$ cat src/rtl/uart_tx_ctrl.sv
// FIFO-buffered UART transmitter: 8N1 frames, bit timing paced by txclk_en.
// Define UART_TX_PARITY_EN to insert an even-parity bit between data and stop.
module uart_tx_ctrl #(
  parameter int DATA_BITS  = 8,
  parameter int FIFO_DEPTH = 4,
  parameter int CNT_W      = $clog2(FIFO_DEPTH + 1)
) (
  input  logic                 clk,
  input  logic                 reset,
  input  logic                 txclk_en,
  input  logic [DATA_BITS-1:0] wr_data,
  input  logic                 wr_valid,
  output logic                 wr_ready,
  output logic                 tx,
  output logic                 busy,
  output logic [CNT_W-1:0]     fifo_count
);

  localparam int PTR_W = (FIFO_DEPTH > 1) ? $clog2(FIFO_DEPTH) : 1;
  localparam int BIT_W = (DATA_BITS > 1) ? $clog2(DATA_BITS) : 1;
  localparam logic [CNT_W-1:0] FULL_CNT = CNT_W'(FIFO_DEPTH);
  localparam logic [BIT_W-1:0] LAST_BIT = BIT_W'(DATA_BITS - 1);

  localparam logic [2:0] ST_IDLE   = 3'd0;
  localparam logic [2:0] ST_START  = 3'd1;
  localparam logic [2:0] ST_DATA   = 3'd2;
  localparam logic [2:0] ST_STOP   = 3'd3;
`ifdef UART_TX_PARITY_EN
  localparam logic [2:0] ST_PARITY = 3'd4;
`endif

  logic [DATA_BITS-1:0] mem_reg [FIFO_DEPTH];
  logic [PTR_W-1:0]     wr_ptr_reg;
  logic [PTR_W-1:0]     rd_ptr_reg;
  logic [CNT_W-1:0]     count_reg;
  logic [CNT_W-1:0]     count_next;
  logic                 full;
  logic                 empty;
  logic                 push;
  logic                 pop;
  logic [DATA_BITS-1:0] head;

  logic [2:0]           state_reg;
  logic [2:0]           state_next;
  logic [DATA_BITS-1:0] shift_reg;
  logic [DATA_BITS-1:0] shift_next;
  logic [BIT_W-1:0]     bit_cnt_reg;
  logic [BIT_W-1:0]     bit_cnt_next;
  logic                 tx_reg;
  logic                 tx_next;
`ifdef UART_TX_PARITY_EN
  logic                 parity_reg;
  logic                 parity_next;
`endif

  assign full     = (count_reg == FULL_CNT);
  assign empty    = (count_reg == '0);
  assign wr_ready = !full;
  // A full FIFO refuses the write even if a pop frees a slot on the same edge.
  assign push     = wr_valid && !full;
  assign head     = mem_reg[rd_ptr_reg];

  always_ff @(posedge clk) begin
    if (push && !reset) begin
      mem_reg[wr_ptr_reg] <= wr_data;
    end
  end

  always_comb begin
    count_next = count_reg;
    case ({push, pop})
      2'b10:   count_next = count_reg + 1'b1;
      2'b01:   count_next = count_reg - 1'b1;
      default: count_next = count_reg;
    endcase
  end

  always_comb begin
    state_next   = state_reg;
    shift_next   = shift_reg;
    bit_cnt_next = bit_cnt_reg;
    tx_next      = tx_reg;
    pop          = 1'b0;
`ifdef UART_TX_PARITY_EN
    parity_next  = parity_reg;
`endif
    if (txclk_en) begin
      case (state_reg)
        // STOP shares IDLE's pop path so queued frames follow with no gap.
        ST_IDLE, ST_STOP: begin
          if (!empty) begin
            pop          = 1'b1;
            shift_next   = head;
            bit_cnt_next = '0;
            tx_next      = 1'b0;
            state_next   = ST_START;
`ifdef UART_TX_PARITY_EN
            parity_next  = ^head;
`endif
          end else begin
            tx_next    = 1'b1;
            state_next = ST_IDLE;
          end
        end
        ST_START: begin
          tx_next    = shift_reg[0];
          state_next = ST_DATA;
        end
        ST_DATA: begin
          shift_next   = shift_reg >> 1;
          bit_cnt_next = bit_cnt_reg + 1'b1;
          if (bit_cnt_reg == LAST_BIT) begin
`ifdef UART_TX_PARITY_EN
            tx_next    = parity_reg;
            state_next = ST_PARITY;
`else
            tx_next    = 1'b1;
            state_next = ST_STOP;
`endif
          end else begin
            tx_next = shift_reg[1];
          end
        end
`ifdef UART_TX_PARITY_EN
        ST_PARITY: begin
          tx_next    = 1'b1;
          state_next = ST_STOP;
        end
`endif
        default: begin
          tx_next    = 1'b1;
          state_next = ST_IDLE;
        end
      endcase
    end
  end

  always_ff @(posedge clk) begin
    if (reset) begin
      state_reg   <= ST_IDLE;
      shift_reg   <= '0;
      bit_cnt_reg <= '0;
      tx_reg      <= 1'b1;
      wr_ptr_reg  <= '0;
      rd_ptr_reg  <= '0;
      count_reg   <= '0;
`ifdef UART_TX_PARITY_EN
      parity_reg  <= 1'b0;
`endif
    end else begin
      state_reg   <= state_next;
      shift_reg   <= shift_next;
      bit_cnt_reg <= bit_cnt_next;
      tx_reg      <= tx_next;
      count_reg   <= count_next;
      if (push) wr_ptr_reg <= wr_ptr_reg + 1'b1;
      if (pop)  rd_ptr_reg <= rd_ptr_reg + 1'b1;
`ifdef UART_TX_PARITY_EN
      parity_reg  <= parity_next;
`endif
    end
  end

  assign tx         = tx_reg;
  assign busy       = (state_reg != ST_IDLE) || !empty;
  assign fifo_count = count_reg;

endmodule

$ cat config.mk
export PLATFORM = sky130hd
export DESIGN_NAME = uart_tx_ctrl
export DESIGN_NICKNAME = d
export VERILOG_FILES = /design/src/rtl/uart_tx_ctrl.sv
export SDC_FILE = /design/constraint.sdc
export NUM_CORES = 1
export LEC_CHECK = 0
export BUFFER_PORTS_ARGS = -buffer_cell sky130_fd_sc_hd__buf_2
export CORE_MARGIN = 1
export CORE_UTILIZATION = 40
export CTS_BUF_LIST = sky130_fd_sc_hd__clkbuf_16
export CTS_CLUSTER_SIZE = 25
export DETAILED_ROUTE_END_ITERATION = 7
export GPL_TIMING_DRIVEN = 0
export PLACE_DENSITY = 0.61
export SLEW_MARGIN = 30
export SYNTH_ARGS = -nofsm -noshare
export SYNTH_HDL_FRONTEND = slang
export SYNTH_SLANG_ARGS = --single-unit
$ cat constraint.sdc
create_clock -name clk -period 3.2 [get_ports clk]
set_clock_uncertainty 0.1 [all_clocks]
set_input_delay 0.48 -clock clk [delete_from_list [all_inputs] [get_ports clk]]
set_output_delay 0.48 -clock clk [all_outputs]
set_load 0.03 [all_outputs]
* Word level (Yosys, flattened, before mapping)
Memory sizes are Yosys's and may differ from the RTL's. A register that Yosys moved wholly into a read port is not among the register bits.
Index checks and enable logic that the tools add are counted.
Widths: inputs -> output; s select.
** Operators by class
- Reductions and logical operators :: 14
- Mux-type cells :: 18
- Equality and inequality tests :: 9
- Add/subtract/negate cells :: 5
** Operators with widths (number)
- $pmux 8 s2 :: 1
- $pmux 3 s2 :: 2
- $pmux 3 s3 :: 1
- $mux 1 :: 8
- $mux 8 :: 1
- $add 3x1->3 const B :: 2
- $eq 3x2->1 const B :: 2
- $eq 3x3->1 const B :: 2
- $logic_not 3->1 :: 2
- $mux 3 :: 2
- $add 2x1->2 const B :: 2
- $mux 2 :: 2
- $ne 2x2->1 const B :: 2
- $reduce_bool 2->1 :: 2
- $eq 3x1->1 const B :: 1
- $logic_not 1->1 :: 3
- $pmux 1 s3 :: 1
- $reduce_and 3->1 :: 1
- $reduce_bool 3->1 :: 1
- $sub 3x1->3 const B :: 1
- $eq 2x1->1 const B :: 1
- $eq 2x2->1 const B :: 1
- $logic_and 1x1->1 :: 2
- $reduce_and 2->1 :: 1
- other kinds (2) :: 2
** Storage, ports and cells
- Output and inout bits :: 6
- Bits in registers :: 22
- Memories :: 1
- Bits of input ports :: 12
- Bits in writable memories :: 32
** Memory list
- mem_reg :: words 4, width 8, rd ports 1, clocked after Yosys merged registers in 1, wr ports 1, line 32 : logic [DATA_BITS-1:0] mem_reg [FIFO_DEPTH];

* Logic depth before layout (Yosys ltp)
- Depth after elaboration :: 6
- Mapped depth :: 10
- Gate-level depth less buffers :: 10

* Worst setup path after synthesis
No wires, ideal clock.
- Path kind :: register to register
- Start :: reg count_reg[2], in the netlist fifo_count[2]
- End :: reg count_reg[2], in the netlist fifo_count[2]
- Required time :: 3.029 ns
- Data arrival time :: 2.464 ns
- Cell stages (with the launch flop) :: 10
- Path slack :: 0.566 ns
- Period minus slack after synthesis :: 2.634 ns
- Cell sequence :: dfxtp_1 nor3b_1 inv_1 nand2_1 ha_1 inv_1 fa_1 xor2_1 or3_1 a21oi_1
** Between the ends
- Elaborated cells on any way between the ends :: 13
- Classes of those cells :: 2 x add/sub; 3 x eq/ne; 4 x mux; 4 x reduce/logical
** RTL lines
- from (decl) :: line 35 : logic [CNT_W-1:0] count_reg;
- from (signal assigned) :: line 155 : count_reg <= count_next;
- $eq 3x3->1 (*) :: line 56 : assign full = (count_reg == FULL_CNT);
- $logic_not 1->1 (*)
- via wr_ready :: line 13 : output logic wr_ready,
- $logic_and 1x1->1 (*) :: line 60 : assign push = wr_valid && !full;
- $eq 2x1->1 / $eq 2x2->1 (equally long branches) :: line 71 : case ({push, pop})
- $pmux 3 s2 / $reduce_bool 2->1 (equally long branches)
Mark *: on every way through the listed nets, which the timed path passes. The rest lies on a longest branch.
A chain may end at the register's enable or synchronous reset.

* Worst setup path in the final report
- Start :: reg state_reg[0]
- End :: reg count_reg[2], in the netlist fifo_count[2]
** Between the ends
- Longest elaborated chain between the ends :: 6
- Elaborated cells on any way between the ends :: 9
- Classes of those cells :: 3 x eq/ne; 3 x mux; 3 x reduce/logical
** RTL lines
- from (decl) :: line 43 : logic [2:0] state_reg;
- from (signal assigned) :: line 151 : state_reg <= state_next;
- $eq 3x2->1 / $logic_not 3->1 (equally long branches) :: line 88 : case (state_reg)
- $reduce_or 2->1 (*) :: line 88
- $mux 1 (*) :: line 88
- $mux 1 (*) :: line 87 : if (txclk_en) begin
- via pop :: line 40 : logic pop;
- $eq 2x1->1 / $eq 2x2->1 (equally long branches) :: line 71
- $pmux 3 s2 / $reduce_bool 2->1 (equally long branches)
Marks and branches as above.

==> report_table.html <==
<table>
<tr><th>Metric</th><th>Value</th></tr>
<tr><th colspan="2">Power</th></tr>
<tr><td>Power Dens Cells</td><td>755 nW/um2</td></tr>
<tr><td>Worst VDD drop</td><td>0.000378 V</td></tr>
<tr><td>Leak</td><td>0.942 nW</td></tr>
<tr><td>Overall power</td><td>2.04 mW</td></tr>
<tr><th colspan="2">Clocking</th></tr>
<tr><td>CTS hold repair buffers</td><td>0</td></tr>
<tr><td>TritonCTS Buffers</td><td>5</td></tr>
<tr><td>Worst-skew pair later-pin latency</td><td>0.30 ns</td></tr>
<tr><td>Number of clock sinks</td><td>55</td></tr>
<tr><td>TritonCTS clock tree</td><td>done</td></tr>
<tr><td>CTS clock-pin slew for the worst setup and hold paths</td><td>0.07 ns</td></tr>
<tr><td>Post-CTS setup repair buffer count</td><td>0</td></tr>
<tr><td>Clock root buffer</td><td>sky130_fd_sc_hd__clkbuf_16</td></tr>
<tr><td>Max Root-Sink Buffers</td><td>2</td></tr>
<tr><td>Resized cells post-CTS</td><td>0</td></tr>
<tr><td>H-tree lvl count</td><td>2</td></tr>
<tr><th colspan="2">Timing</th></tr>
<tr><td>Sum of negative setup slack</td><td>0 ns</td></tr>
<tr><td>Maximum clock frequency</td><td>0.384 GHz</td></tr>
<tr><td>Final setup violation count</td><td>0</td></tr>
<tr><td>Share of the cycle needed by the critical path after routing</td><td>81.4%</td></tr>
<tr><td>Hold violation total from the final report</td><td>0</td></tr>
<tr><td>RSZ-0062 raised after global routing</td><td>no</td></tr>
<tr><td>Clock period minus final worst setup slack</td><td>2.60 ns</td></tr>
<tr><td>Actual slew at the worst max-slew pin</td><td>0.775 ns</td></tr>
<tr><td>Total count of max-transition violations in the final report</td><td>0</td></tr>
<tr><td>Slew HR</td><td>48.0%</td></tr>
<tr><th colspan="2">Synthesis</th></tr>
<tr><td>Portion of the post-synthesis area used by sequential elements</td><td>a little under 60%</td></tr>
<tr><td>Gate count of the mapped netlist</td><td>185</td></tr>
<tr><td>Synth warn</td><td>0</td></tr>
<tr><td>Average instance area after synthesis</td><td>12.9 um2</td></tr>
<tr><td>Post-Syn Nets</td><td>between 200 and 250</td></tr>
<tr><td>Synthesized flop and latch total</td><td>55</td></tr>
<tr><td>Mapped cell area</td><td>2390 um2</td></tr>
<tr><td>Post-synthesis cell type count</td><td>36</td></tr>
<tr><th colspan="2">Worst setup path</th></tr>
<tr><td>Top fanout value on the critical path</td><td>8</td></tr>
<tr><td>Nature of the critical path endpoint</td><td>register</td></tr>
<tr><td>Worst path required time</td><td>3.33 ns</td></tr>
<tr><td>Largest stage delay on the critical path</td><td>0.41 ns</td></tr>
<tr><td>Slowest cell on the critical path</td><td>sky130_fd_sc_hd__ha_1</td></tr>
<tr><td>Length in cells of the worst reg-to-reg path</td><td>10</td></tr>
<tr><td>Series of cell instances along the critical path</td><td>inv_1, ha_1, nand2b_1, nor2_1, ha_1, inv_1, fa_1, xor2_1, or3_1, a21oi_1</td></tr>
<tr><td>Critical path start-end classification</td><td>register to register</td></tr>
<tr><td>Number of gates on the worst path with buffers counted</td><td>10</td></tr>
<tr><td>CP Buf/Inv Count</td><td>2</td></tr>
<tr><td>Startpoint class of the critical path</td><td>register</td></tr>
<tr><td>Crit-path leading delay family</td><td>adder cells</td></tr>
<tr><td>Arrival time reported for the critical path endpoint</td><td>2.73 ns</td></tr>
<tr><th colspan="2">Die</th></tr>
<tr><td>Area of the core</td><td>5640 um2</td></tr>
<tr><td>Initial Util</td><td>approximately 42%</td></tr>
<tr><td>Die footprint</td><td>roughly 6300 um2</td></tr>
<tr><td>Width of the die</td><td>79.3 um</td></tr>
<tr><td>I/O pin count</td><td>18</td></tr>
<tr><td>Die extent in y</td><td>around 80 um</td></tr>
<tr><td>Number of placement rows</td><td>27</td></tr>
<tr><th colspan="2">Drt</th></tr>
<tr><td>Routed vias</td><td>1506</td></tr>
<tr><td>Final wirelength</td><td>4190 um</td></tr>
<tr><td>Violation count after the first detailed-route iteration</td><td>79</td></tr>
<tr><td>Number of nets with antenna violations after detailed routing</td><td>0</td></tr>
<tr><td>Vias/cell</td><td>5.36</td></tr>
<tr><td>Post-detailed-route DRC marker count</td><td>0</td></tr>
<tr><td>Number of detailed-route iterations in the first pass</td><td>4</td></tr>
<tr><td>Routed len/inst</td><td>14.9 um</td></tr>
<tr><th colspan="2">Global routing</th></tr>
<tr><td>Grt total ovfl</td><td>0</td></tr>
<tr><td>Antenna violations before repair</td><td>0</td></tr>
<tr><td>Vias in the first global route</td><td>1502</td></tr>
<tr><td>First-pass GRT wire length</td><td>7190 um</td></tr>
<tr><td>Global-route usage over all layers</td><td>15.6%</td></tr>
<tr><td>Maximum number of pins on one net before global-route repair</td><td>19</td></tr>
<tr><th colspan="2">Hold path</th></tr>
<tr><td>Type of the worst min-delay path</td><td>primary input to register</td></tr>
<tr><td>Depth of the worst hold-timing path</td><td>1</td></tr>
<tr><th colspan="2">Layout</th></tr>
<tr><td>Proportion of layout cells with a drive suffix above 1</td><td>18.2%</td></tr>
<tr><td>Max reg flops</td><td>32</td></tr>
<tr><td>Fill count</td><td>about 520</td></tr>
<tr><td>Total non-filler cell area in the finished layout</td><td>2710 um2</td></tr>
<tr><td>Area added between synthesis and finish</td><td>13.3%</td></tr>
<tr><td>Final net count</td><td>231</td></tr>
<tr><td>Antenna diode instance count</td><td>0</td></tr>
<tr><th colspan="2">Job</th></tr>
<tr><td>Number of maximum-capacitance constraint violations</td><td>0</td></tr>
<tr><th colspan="2">Placement</th></tr>
<tr><td>GP Congestion</td><td>0.724</td></tr>
<tr><td>Quantity of I/O buffers inserted on ports</td><td>16</td></tr>
<tr><td>Half-perimeter wire length after detailed placement</td><td>2880 um</td></tr>
<tr><td>Post-detailed-placement cell area</td><td>2560 um2</td></tr>
<tr><th colspan="2">Outcome</th></tr>
<tr><td>Result of the run</td><td>complete, no violations</td></tr>
</table>
[cells in the mapped netlist, drive strengths merged]
cell,instances,share of area (%)
ha,10,5.2
nor4,2,1.2
or3,2,0.52
nor2,5,0.79
inv,11,1.7
nor3,3,0.84
a41oi,1,0.68
or4,3,0.94
a21o,1,0.31
clkbuf,5,0.79
fa,1,0.84
buf,3,1.0
o31ai,4,1.3
a31oi,7,1.8
o21ai,5,1.0
nand3,3,0.63
nand4,2,0.52
nand2,17,2.7
nand2b,5,1.3
nor2b,1,0.26
edfxtp,32,40
nor3b,1,0.31
xor2,2,0.73
and2,4,1.0
dfxtp,23,19
or2,2,0.52
a21oi,12,2.5
mux4,8,7.5
o2bb2ai,1,0.37
a311oi,8,2.9
clkinv,1,0.16
[layout make-up]
class	instances	area [um2]	share of cell area, %
sequential	55	1420	52.5
multi-input combinational	110	880	32.5
clock buffer	5	125	4.63
tap	72	90.1	3.33
timing repair buffer	16	80.1	2.96
inverter	12	45.0	1.67
buffer	8	42.5	1.57
clock inverter	3	21.3	0.786
[power breakdown]
part | internal (mW) | switching [mW] | leakage, nW | total [mW]
sequential | 0.842 | 0.0618 | 0.479 | 0.903
clock | 0.293 | 0.252 | 0.0722 | 0.545
combinational | 0.246 | 0.348 | 0.391 | 0.594
total | 1.38 | 0.662 | 0.942 | 2.04
[final timing paths]
kind	start	to	slack, ns
setup / recovery	state_reg[0]	fifo_count[2]	0.60
hold / removal	wr_data[7]	mem_reg[0][7]	0.29
setup reg to reg	state_reg[0]	fifo_count[2]	0.60
hold reg to reg	bit_cnt_reg[2]	bit_cnt_reg[2]	0.37
[routing by layer]
metal,global-route usage (%),up-vias,wire length (um)
met1,20.1,736,1970
met4,8.18,0,102
met2,24.7,22,1990
met3,3.45,8,114
li1,-,740,-
met5,0,-,0
[logic make-up (layout without fill, tap and decap cells)]
family / count (synthesis) / in the layout / synth area share (%)
adder cells (fa/ha/maj): 11 / 11 / 6.08
flip-flops: 55 / 55 / 59.5
AND/OR/NAND/NOR: 50 / 50 / 11.5
AO/OA/AOI/OAI: 39 / 39 / 10.9
XOR/XNOR: 2 / 2 / 0.734
multiplexers: 8 / 8 / 7.54
buffers and inverters: 20 / 44 / 3.67
[metrics by stage]
step | utilization [%] | worst slack (ns) | instances | hold slack (ns)
final | 47.9 | 0.596 | 281 | 0.294
after CTS | 47.9 | 0.573 | 281 | 0.292
after global routing | 47.9 | 0.391 | 281 | 0.290
after floorplan | - | 0.566 | 185 | 0.348
after detailed placement | 45.4 | 0.582 | 273 | 0.367
after global placement | 45.4 | 0.630 | 273 | 0.359
[placed cells by master (no fill, tap or decap)]
| master | n |
|---|---|
| sky130_fd_sc_hd__o21ai_0 | 5 |
| sky130_fd_sc_hd__a31oi_1 | 7 |
| sky130_fd_sc_hd__buf_2 | 17 |
| sky130_fd_sc_hd__o31ai_1 | 4 |
| sky130_fd_sc_hd__or2_1 | 1 |
| sky130_fd_sc_hd__fa_1 | 1 |
| sky130_fd_sc_hd__nor2b_1 | 1 |
| sky130_fd_sc_hd__or3_1 | 2 |
| sky130_fd_sc_hd__nand2b_1 | 5 |
| sky130_fd_sc_hd__o2bb2ai_1 | 1 |
| sky130_fd_sc_hd__or2_2 | 1 |
| sky130_fd_sc_hd__or4_1 | 3 |
| sky130_fd_sc_hd__buf_6 | 1 |
| sky130_fd_sc_hd__a41oi_2 | 1 |
| sky130_fd_sc_hd__nor4_1 | 1 |
| sky130_fd_sc_hd__nor2_1 | 5 |
| sky130_fd_sc_hd__dfxtp_1 | 23 |
| sky130_fd_sc_hd__clkbuf_1 | 5 |
| sky130_fd_sc_hd__nor4_4 | 1 |
| sky130_fd_sc_hd__a311oi_1 | 8 |
| sky130_fd_sc_hd__nor3_1 | 2 |
| sky130_fd_sc_hd__a21o_1 | 1 |
| sky130_fd_sc_hd__inv_6 | 2 |
| sky130_fd_sc_hd__nand4_1 | 2 |
| sky130_fd_sc_hd__clkinv_1 | 2 |
| sky130_fd_sc_hd__nand3_1 | 3 |
| sky130_fd_sc_hd__nor3b_1 | 1 |
| sky130_fd_sc_hd__xor2_1 | 2 |
| sky130_fd_sc_hd__clkbuf_16 | 5 |
| sky130_fd_sc_hd__nor3_2 | 1 |
| sky130_fd_sc_hd__mux4_2 | 8 |
| sky130_fd_sc_hd__and2_1 | 4 |
| sky130_fd_sc_hd__edfxtp_1 | 32 |
| sky130_fd_sc_hd__buf_4 | 1 |
| sky130_fd_sc_hd__ha_1 | 10 |
| sky130_fd_sc_hd__nand2_1 | 17 |
| sky130_fd_sc_hd__inv_1 | 11 |
| sky130_fd_sc_hd__a21oi_1 | 12 |
Power figures use the tool's default switching activity.
